<file path="config.mk">
export PLATFORM = sky130hd
export DESIGN_NAME = gs_elim_seq_flat
export DESIGN_NICKNAME = d
export VERILOG_FILES = /design/src/rtl/gs_elim_seq_pkg.sv /design/src/rtl/gs_elim_seq_if.sv /design/src/rtl/gs_elim_addr_gen.sv /design/src/rtl/gs_elim_seq.sv /design/src/flat_wrapper.sv
export SDC_FILE = /design/constraint.sdc
export NUM_CORES = 1
export LEC_CHECK = 0
export BUFFER_PORTS_ARGS = -buffer_cell sky130_fd_sc_hd__buf_2
export CORE_ASPECT_RATIO = 0.7
export CORE_MARGIN = 2
export CORE_UTILIZATION = 52
export DETAILED_ROUTE_END_ITERATION = 16
export PLACE_DENSITY = 0.76
export SETUP_SLACK_MARGIN = 0.02
export SYNTH_ARGS = -nofsm -noshare
export SYNTH_HDL_FRONTEND = slang
export SYNTH_SLANG_ARGS = --single-unit
</file>
<file path="constraint.sdc">
create_clock -name clk -period 2.4 [get_ports clk]
set_input_delay 0.36 -clock clk [delete_from_list [all_inputs] [get_ports clk]]
set_output_delay 0.36 -clock clk [all_outputs]
set_load 0.01 [all_outputs]
</file>
<file path="src/rtl/gs_elim_seq_pkg.sv">
// gs_elim_seq shared state encoding and width helpers.
// GS_ELIM_SYS_EN adds the back-substitution states.
`ifndef GS_CLOG2
`define GS_CLOG2(x) (((x) <= 1) ? 1 : $clog2(x))
`endif

package gs_elim_seq_pkg;

`ifdef GS_ELIM_SYS_EN
  typedef enum logic [2:0] {
    IDLE,
    TRI_RD,
    TRI_SW,
    TRI_WR,
    SYS_RD,
    SYS_SW,
    SYS_WR
  } state_e;
`else
  typedef enum logic [1:0] {
    IDLE,
    TRI_RD,
    TRI_SW,
    TRI_WR
  } state_e;
`endif

  function automatic int ceil_div(int a, int b);
    return (a + b - 1) / b;
  endfunction

endpackage

</file>
<file path="src/rtl/gs_elim_seq_if.sv">
// SA and row-memory bundle driven by the gs_elim_seq sequencer.
// The master drives control/address, the slave returns pivot counts.
interface gs_elim_seq_if #(
  parameter int K = 32,
  parameter int D = 4
);
  import gs_elim_seq_pkg::*;

  localparam int AW = `GS_CLOG2(K);
  localparam int PW = `GS_CLOG2(D + 1);

  logic          sa_mode;
  logic          sa_start;
  logic          sa_swap;
  logic [PW-1:0] sa_piv_cnt;
  logic [AW-1:0] mem_addr;
  logic          mem_we;

  modport master (
    output sa_mode,
    output sa_start,
    output sa_swap,
    output mem_addr,
    output mem_we,
    input  sa_piv_cnt
  );

  modport slave (
    input  sa_mode,
    input  sa_start,
    input  sa_swap,
    input  mem_addr,
    input  mem_we,
    output sa_piv_cnt
  );
endinterface

</file>
<file path="src/rtl/gs_elim_addr_gen.sv">
// Row address counter: loads base/limit, steps up or down,
// and holds at the limit so an address never runs past it.
module gs_elim_addr_gen
  import gs_elim_seq_pkg::*;
#(
  parameter int AW = 5
) (
  input  logic          clk,
  input  logic          rst,
  input  logic          load_i,
  input  logic          step_i,
  input  logic          dir_i,
  input  logic [AW-1:0] base_i,
  input  logic [AW-1:0] limit_i,
  output logic [AW-1:0] addr_o,
  output logic          last_o
);
  logic [AW-1:0] addr_q, addr_d;
  logic [AW-1:0] lim_q, lim_d;

  assign addr_o = addr_q;
  assign last_o = (addr_q == lim_q);

  always_comb begin
    addr_d = addr_q;
    lim_d  = lim_q;
    if (load_i) begin
      addr_d = base_i;
      lim_d  = limit_i;
    end else if (step_i && !last_o) begin
      addr_d = dir_i ? addr_q - AW'(1)
                     : addr_q + AW'(1);
    end
  end

  always_ff @(posedge clk) begin
    if (rst) begin
      addr_q <= '0;
      lim_q  <= '0;
    end else begin
      addr_q <= addr_d;
      lim_q  <= lim_d;
    end
  end
endmodule

</file>
<file path="src/rtl/gs_elim_seq.sv">
// Blocked GF(2) Gauss elimination sequencer (SA + row RAM control).
// Define GS_ELIM_SYS_EN to add back-substitution rounds after TRI.
module gs_elim_seq
  import gs_elim_seq_pkg::*;
#(
  parameter int K          = 32,
  parameter int L          = 32,
  parameter int D          = 4,
  parameter int READ_DELAY = 2,
  localparam int AW = `GS_CLOG2(K),
  localparam int RW = `GS_CLOG2(K + 1)
) (
  input  logic          clk,
  input  logic          rst,
  input  logic          start,
  input  logic          abort,
  output logic          busy,
  output logic          done,
  output logic [RW-1:0] rank,
  output logic          full_rank,
  gs_elim_seq_if.master sa
);
  localparam int CW = $clog2(K + L + D + READ_DELAY + 1);
  localparam logic [CW-1:0] KC  = CW'(K);
  localparam logic [CW-1:0] DC  = CW'(D);
  localparam logic [CW-1:0] RDC = CW'(READ_DELAY);
  localparam logic [CW-1:0] DRN = CW'(L - D);
`ifdef GS_ELIM_SYS_EN
  localparam int R = ceil_div(K, D);
  localparam logic [CW-1:0] SWL = CW'(L + D - 3);
  localparam logic [RW-1:0] TOP2 = RW'((R - 1) * D);
`endif

  state_e        state_q, state_d;
  logic [CW-1:0] cnt_q, cnt_d;
  logic [CW-1:0] ptr_w, nr;
  logic [RW-1:0] ptr_q, ptr_d;
  logic [RW-1:0] rank_q, rank_d;
  logic          done_q, done_d;

  logic          ag_load, ag_step, ag_last;
  logic [AW-1:0] ag_base, ag_lim, ag_addr;

  gs_elim_addr_gen #(.AW(AW)) u_ag (
    .clk     (clk),
    .rst     (rst),
    .load_i  (ag_load),
    .step_i  (ag_step),
    .dir_i   (1'b0),
    .base_i  (ag_base),
    .limit_i (ag_lim),
    .addr_o  (ag_addr),
    .last_o  (ag_last)
  );

  assign busy      = (state_q != IDLE);
  assign done      = done_q;
  assign rank      = rank_q;
  assign full_rank = (rank_q == RW'(K));

  // ptr_q is the round base in TRI and the row count in SYS
  always_comb begin
    state_d = state_q;
    cnt_d   = cnt_q + CW'(1);
    ptr_d   = ptr_q;
    rank_d  = rank_q;
    done_d  = 1'b0;
    ag_load = 1'b0;
    ag_step = 1'b0;
    ag_base = '0;
    ag_lim  = AW'(K - 1);
    sa.sa_mode  = 1'b0;
    sa.sa_start = 1'b0;
    sa.sa_swap  = 1'b0;
    sa.mem_we   = 1'b0;
    sa.mem_addr = '0;
    ptr_w = CW'(ptr_q);
    nr    = KC - ptr_w;
    case (state_q)
      IDLE: begin
        cnt_d = '0;
        if (start) begin
          state_d = TRI_RD;
          ptr_d   = '0;
          rank_d  = '0;
          ag_load = 1'b1;
        end
      end
      TRI_RD: begin
        if (cnt_q < nr) begin
          ag_step     = 1'b1;
          sa.mem_addr = ag_addr;
        end
        sa.sa_start = (cnt_q == RDC);
        if (cnt_q == nr + RDC - CW'(1)) begin
          state_d = TRI_SW;
          cnt_d   = '0;
        end
      end
      TRI_SW: begin
        sa.sa_swap = 1'b1;
        if (cnt_q == DC - CW'(1)) begin
          rank_d  = rank_q + RW'(sa.sa_piv_cnt);
          state_d = TRI_WR;
          cnt_d   = '0;
          ag_load = 1'b1;
          ag_base = AW'(ptr_q);
        end
      end
      TRI_WR: begin
        if (cnt_q >= DRN) begin
          sa.mem_we   = 1'b1;
          sa.mem_addr = ag_addr;
          ag_step     = 1'b1;
          if (ag_last) begin
            cnt_d = '0;
            if (ptr_w + DC >= KC) begin
`ifdef GS_ELIM_SYS_EN
              if (rank_q == RW'(K)) begin
                state_d = SYS_RD;
                ptr_d   = RW'(K);
                ag_load = 1'b1;
              end else
`endif
              begin
                state_d = IDLE;
                done_d  = 1'b1;
              end
            end else begin
              state_d = TRI_RD;
              ptr_d   = ptr_q + RW'(D);
              ag_load = 1'b1;
              ag_base = AW'(ptr_q + RW'(D));
            end
          end
        end
      end
`ifdef GS_ELIM_SYS_EN
      SYS_RD: begin
        sa.sa_mode = 1'b1;
        if (cnt_q < ptr_w) begin
          ag_step     = 1'b1;
          sa.mem_addr = ag_addr;
        end
        sa.sa_start = (cnt_q == RDC);
        if (cnt_q == ptr_w + RDC - CW'(1)) begin
          state_d = SYS_SW;
          cnt_d   = '0;
        end
      end
      SYS_SW: begin
        sa.sa_mode = 1'b1;
        sa.sa_swap = 1'b1;
        if (cnt_q == SWL) begin
          state_d = SYS_WR;
          cnt_d   = '0;
          ag_load = 1'b1;
          ag_lim  = AW'(ptr_q - RW'(1));
        end
      end
      SYS_WR: begin
        sa.sa_mode  = 1'b1;
        sa.mem_we   = 1'b1;
        sa.mem_addr = ag_addr;
        ag_step     = 1'b1;
        if (ag_last) begin
          cnt_d = '0;
          if (ptr_q <= RW'(D)) begin
            state_d = IDLE;
            done_d  = 1'b1;
          end else begin
            ptr_d   = (ptr_q == RW'(K)) ? TOP2
                                        : ptr_q - RW'(D);
            state_d = SYS_RD;
            ag_load = 1'b1;
            ag_lim  = AW'(ptr_d - RW'(1));
          end
        end
      end
`endif
      default: state_d = IDLE;
    endcase
    if (abort) begin
      state_d = IDLE;
      done_d  = 1'b0;
      rank_d  = rank_q;
      cnt_d   = '0;
    end
  end

  always_ff @(posedge clk) begin
    if (rst) begin
      state_q <= IDLE;
      cnt_q   <= '0;
      ptr_q   <= '0;
      rank_q  <= '0;
      done_q  <= 1'b0;
    end else begin
      state_q <= state_d;
      cnt_q   <= cnt_d;
      ptr_q   <= ptr_d;
      rank_q  <= rank_d;
      done_q  <= done_d;
    end
  end
endmodule
</file>
<file path="src/flat_wrapper.sv">
// flat-port wrapper written by rule: the top's interface ports become plain ports
module gs_elim_seq_flat import gs_elim_seq_pkg::*;
#(
  parameter int K          = 32,
  parameter int L          = 32,
  parameter int D          = 4,
  parameter int READ_DELAY = 2,
  localparam int AW = `GS_CLOG2(K),
  localparam int RW = `GS_CLOG2(K + 1)
)
  (clk, rst, start, abort, busy, done, rank, full_rank, sa_sa_mode, sa_sa_start, sa_sa_swap, sa_mem_addr, sa_mem_we, sa_sa_piv_cnt);
  gs_elim_seq_if #(.K(K), .D(D)) sa_i ();
  input  logic clk;
  input  logic rst;
  input  logic start;
  input  logic abort;
  output logic busy;
  output logic done;
  output logic [RW-1:0] rank;
  output logic full_rank;
  output wire logic [$bits(sa_i.sa_mode)-1:0] sa_sa_mode;
  output wire logic [$bits(sa_i.sa_start)-1:0] sa_sa_start;
  output wire logic [$bits(sa_i.sa_swap)-1:0] sa_sa_swap;
  output wire logic [$bits(sa_i.mem_addr)-1:0] sa_mem_addr;
  output wire logic [$bits(sa_i.mem_we)-1:0] sa_mem_we;
  input wire logic [$bits(sa_i.sa_piv_cnt)-1:0] sa_sa_piv_cnt;
  assign sa_sa_mode = sa_i.sa_mode;
  assign sa_sa_start = sa_i.sa_start;
  assign sa_sa_swap = sa_i.sa_swap;
  assign sa_mem_addr = sa_i.mem_addr;
  assign sa_mem_we = sa_i.mem_we;
  assign sa_i.sa_piv_cnt = sa_sa_piv_cnt;
  gs_elim_seq #(.K(K), .L(L), .D(D), .READ_DELAY(READ_DELAY)) u_core (.clk(clk), .rst(rst), .start(start), .abort(abort), .busy(busy), .done(done), .rank(rank), .full_rank(full_rank), .sa(sa_i));
endmodule
</file>
==> flow_metrics.py <==
metrics = {
    "power_and_ir_drop": {
        "p_switching_mw": 0.2186,
        "p_leak_nw": 0.9212,
        "switching_share": 0.2588,
        "p_seq_frac": 0.518,
        "pwr-share-comb": 0.136,
        "p_per_area_mw_per_mm2": 369.2,
        "vdd_drop_max_uv": 329.4,
        "clkPwrFrac": 0.345,
        "power.internal_mw": 0.6262,
    },
    "route": {
        "drt-vias-per-instance": 5.681,
        "drt_iter0_markers": 129,
        "drtAntennaViolNets": 0,
        "wl_mm": 4.481,
        "drc_errors": 0,
        "vias": 1744,
        "dr.pass1.iters": 5,
        "wl_per_cell_microns": 14.60,
    },
    "global_routing": {
        "grt.met3_usage": 0.04125,
        "grt_use_total": 0.2127,
        "use_met1": 0.3119,
        "overflow": 0,
        "grt_pass1_vias": 1391,
        "antenna_found_initial": 0,
        "use_met2": 0.3363,
        "grt_pass1_wl_mm": 6.900,
        "grt_max_degree": 21,
        "grt-busiest-layer": "met2",
    },
    "critical_path": {
        "endpoint_kind": "primary output",
        "ff2ff_setup_slack_ns": 0.02,
        "crit_path_start_kind": "flip-flop",
        "r2r_end": "u_core.state_q[0]",
        "crit_type": "reg2out",
        "cpMaxStageDelayCell": "dfxtp_2",
        "worstPathCellList": "buf_6, nor3_4, xnor2_1, ha_1, and3_4, o21ai_4, a31oi_4, nor2b_1, buf_2",
        "path_max_fanout": 5,
        "crit_required_ns": 2.04,
        "critical-path-max-stage-delay_ns": 0.35,
        "timing.rr.start": "u_core.ptr_q[3]",
        "r2r_cells": 10,
        "crit_arrival_ns": 2.08,
    },
    "yosys": {
        "synth_edf_count": 0,
        "synth_area_sq_mm": 0.001888,
        "synth_cells": 224,
        "ys.flop_type": "dfxtp_1",
        "synthesis.nets": 253,
        "synth_area_per_cell_sq_um": 8.429,
        "ys_seq_area_frac": 0.2757,
        "synthArstFlopShare": 0,
        "synthDistinctLibCells": 56,
        "ys_ff_latch": 26,
        "yosys_warnings": 0,
    },
    "cts": {
        "htreeDepth": 1,
        "cts_root_buf": "clkbuf_8",
        "clockBufferDepth": 2,
        "path_clk_slew_ns": 0.09,
        "numCtsBuffers": 3,
        "clock_latency_ns": 0.27,
        "ctsHoldBuffers": 0,
        "cts_tree": "yes",
        "cts.sinks": 26,
    },
    "sta": {
        "period_share": 1.017,
        "timing.setup.tns_ns": -0.1865,
        "setup_viol": 5,
        "rsz0062_at_grt": "yes",
        "fin_ws_ns": -0.03981,
        "finalClockSkew_ns": 0.002531,
        "maxSlewViolCount": 0,
        "min_period_ns": 2.440,
        "final-hold-violation-count": 0,
        "max_freq_ghz": 0.4099,
        "max_slew_margin": 0.6467,
        "worstMarginPinSlew_ns": 0.5260,
    },
    "finish": {
        "layout_commonest_cell": "dfxtp_1",
        "final_cell_count_no_fill": 307,
        "final_nets": 287,
        "layout_common_cells": "dfxtp_1 (24), nor2_1 (23), buf_2 (23), ha_1 (18)",
        "design_area_sq_mm": 0.002288,
        "drive_gt1_frac": 0.2763,
        "antenna_cells": 0,
        "syn_to_final_growth_pct": 21.21,
    },
    "placed_design": {
        "dp_hpwl_mm": 3.073,
        "io_buffers": 23,
        "gp_congestion": 0.8490,
        "placed_area_sq_mm": 0.002077,
        "dp_cells": 296,
    },
    "floorplan": {
        "rows": 18,
        "io_pins": 25,
        "die-area_sq_mm": 0.004137,
        "core_sq_mm": 0.003491,
        "die_x_microns": 76.02,
        "start_util": 0.5409,
        "die_h_microns": 54.42,
    },
    "run_status": {
        "status": "finished with violations",
        "violations": "setup timing",
    },
    "hold_path": {
        "worstHoldPathType": "in2reg",
        "min_from": "abort",
        "hold_depth": 2,
        "worstHoldEndpoint": "u_core.state_q[0]",
    },
    "job": {
        "cap_violations": 0,
    },
}
## flip-flops by register name (all words and copies together), names as in the netlist
name,cells
u_core.cnt_q,7
u_core.done,1
u_core.ptr_q,4
u_core.rank,6
u_core.state_q,2
u_core.u_ag.addr_o,5
u_core.u_ag.lim_q,1
## worst max-delay path: cells and delay by family, from the launching register on
| family | cells | cell delay (ns) |
|---|---|---|
| AOI/OAI and AO/OA | 2 | 0.32 |
| buffers and inverters | 2 | 0.26 |
| adders and majority gates | 1 | 0.31 |
| xor gates and xnor gates | 1 | 0.11 |
| DFF | 1 | 0.35 |
| and+or+nand+nor | 3 | 0.45 |
## per-layer routing
| metal | routed length, microns | vias to the layer above |
|---|---|---|
| li1 | - | 869 |
| met1 | 2173 | 816 |
| met2 | 1976 | 51 |
| met3 | 291 | 8 |
| met4 | 40 | 0 |
| met5 | 0 | - |
## cell usage after synthesis, drive strengths merged (2+ instances only)
| master | instances | area [sq um] |
|---|---|---|
| a31oi | 3 | 33.78 |
| dfxtp | 26 | 520.5 |
| nor3 | 11 | 66.32 |
| a2111oi | 2 | 30.03 |
| nand3b | 2 | 15.01 |
| and4 | 2 | 17.52 |
| a21oi | 14 | 73.82 |
| or3 | 3 | 18.77 |
| or2 | 4 | 25.03 |
| clkbuf | 7 | 26.28 |
| a22oi | 4 | 30.03 |
| nor4 | 3 | 18.77 |
| nor2 | 23 | 86.33 |
| xnor2 | 6 | 52.55 |
| nand2b | 2 | 12.51 |
| nand4 | 2 | 12.51 |
| nand2 | 14 | 52.55 |
| xor2 | 4 | 35.03 |
| and3 | 2 | 12.51 |
| o21ai | 10 | 61.31 |
| or4 | 2 | 18.77 |
| buf | 3 | 30.03 |
| inv | 13 | 48.80 |
| and2 | 2 | 12.51 |
| ha | 21 | 262.8 |
| o21a | 2 | 15.01 |
| a21o | 4 | 30.03 |
| nand3 | 6 | 30.03 |
| nor2b | 8 | 50.05 |
## through the flow
step	power [mW]	worst slack (ns)	hold slack (ns)	utilization
global route	0.8746	-0.1481	0.3744	0.6556
floorplan	0.5320	0.04221	0.4360	-
detailed placement	0.5564	0.006747	0.4745	0.5950
CTS	0.8433	0.02208	0.3599	0.6330
finish	0.8448	-0.03981	0.3665	0.6556
global placement	0.5557	0.06909	0.4658	0.5950
## layout make-up
type                    count  area [sq um]
multi-input cells         176          1363
well taps                  50         62.56
inverters                  13         51.30
clock buffers               4         55.05
repair buffers             38         231.5
fillers                   285          1202
flip-flops and latches     26         525.5
## cells by family (layout without fill, tap and decap cells)
group,after synthesis,in the layout,share of synthesized area
fa+ha+maj,22,22,0.1498
flops,26,26,0.2757
mux,1,1,0.005302
other cells,1,1,0.001986
simple gates,91,91,0.2618
compound gates,50,51,0.2035
xor+xnor,10,10,0.04639
buf+inv,23,55,0.05567
## how the worst max path moves through the flow
stage                 endpoint  cells past startpoint             from
5_1_grt         sa_mem_addr[0]                      9  u_core.ptr_q[3]
3_5_place_dp   u_core.cnt_q[5]                     10  u_core.ptr_q[2]
6_report        sa_mem_addr[3]                      9  u_core.ptr_q[3]
3_3_place_gp   u_core.cnt_q[3]                     10  u_core.ptr_q[2]
4_1_cts         sa_mem_addr[3]                      9  u_core.ptr_q[2]
2_1_floorplan  u_core.cnt_q[2]                     12  u_core.ptr_q[2]
## power groups by stage
| stage | registers [mW] | logic (mW) | clock network (mW) |
|---|---|---|---|
| finish | 0.438 | 0.115 | 0.292 |
| global route | 0.439 | 0.127 | 0.309 |
| detailed placement | 0.449 | 0.107 | 0 |
| floorplan | 0.448 | 0.0838 | 0 |
| CTS | 0.438 | 0.111 | 0.294 |
| global placement | 0.449 | 0.107 | 0 |
## repair_timing
action                     CTS  global route
buffers inserted             3             3
gates resized for setup     12            10
setup endpoints to repair   14            17
gates cloned                 1             0
pin swaps                    2            10
(Power assumes the default switching activity.)
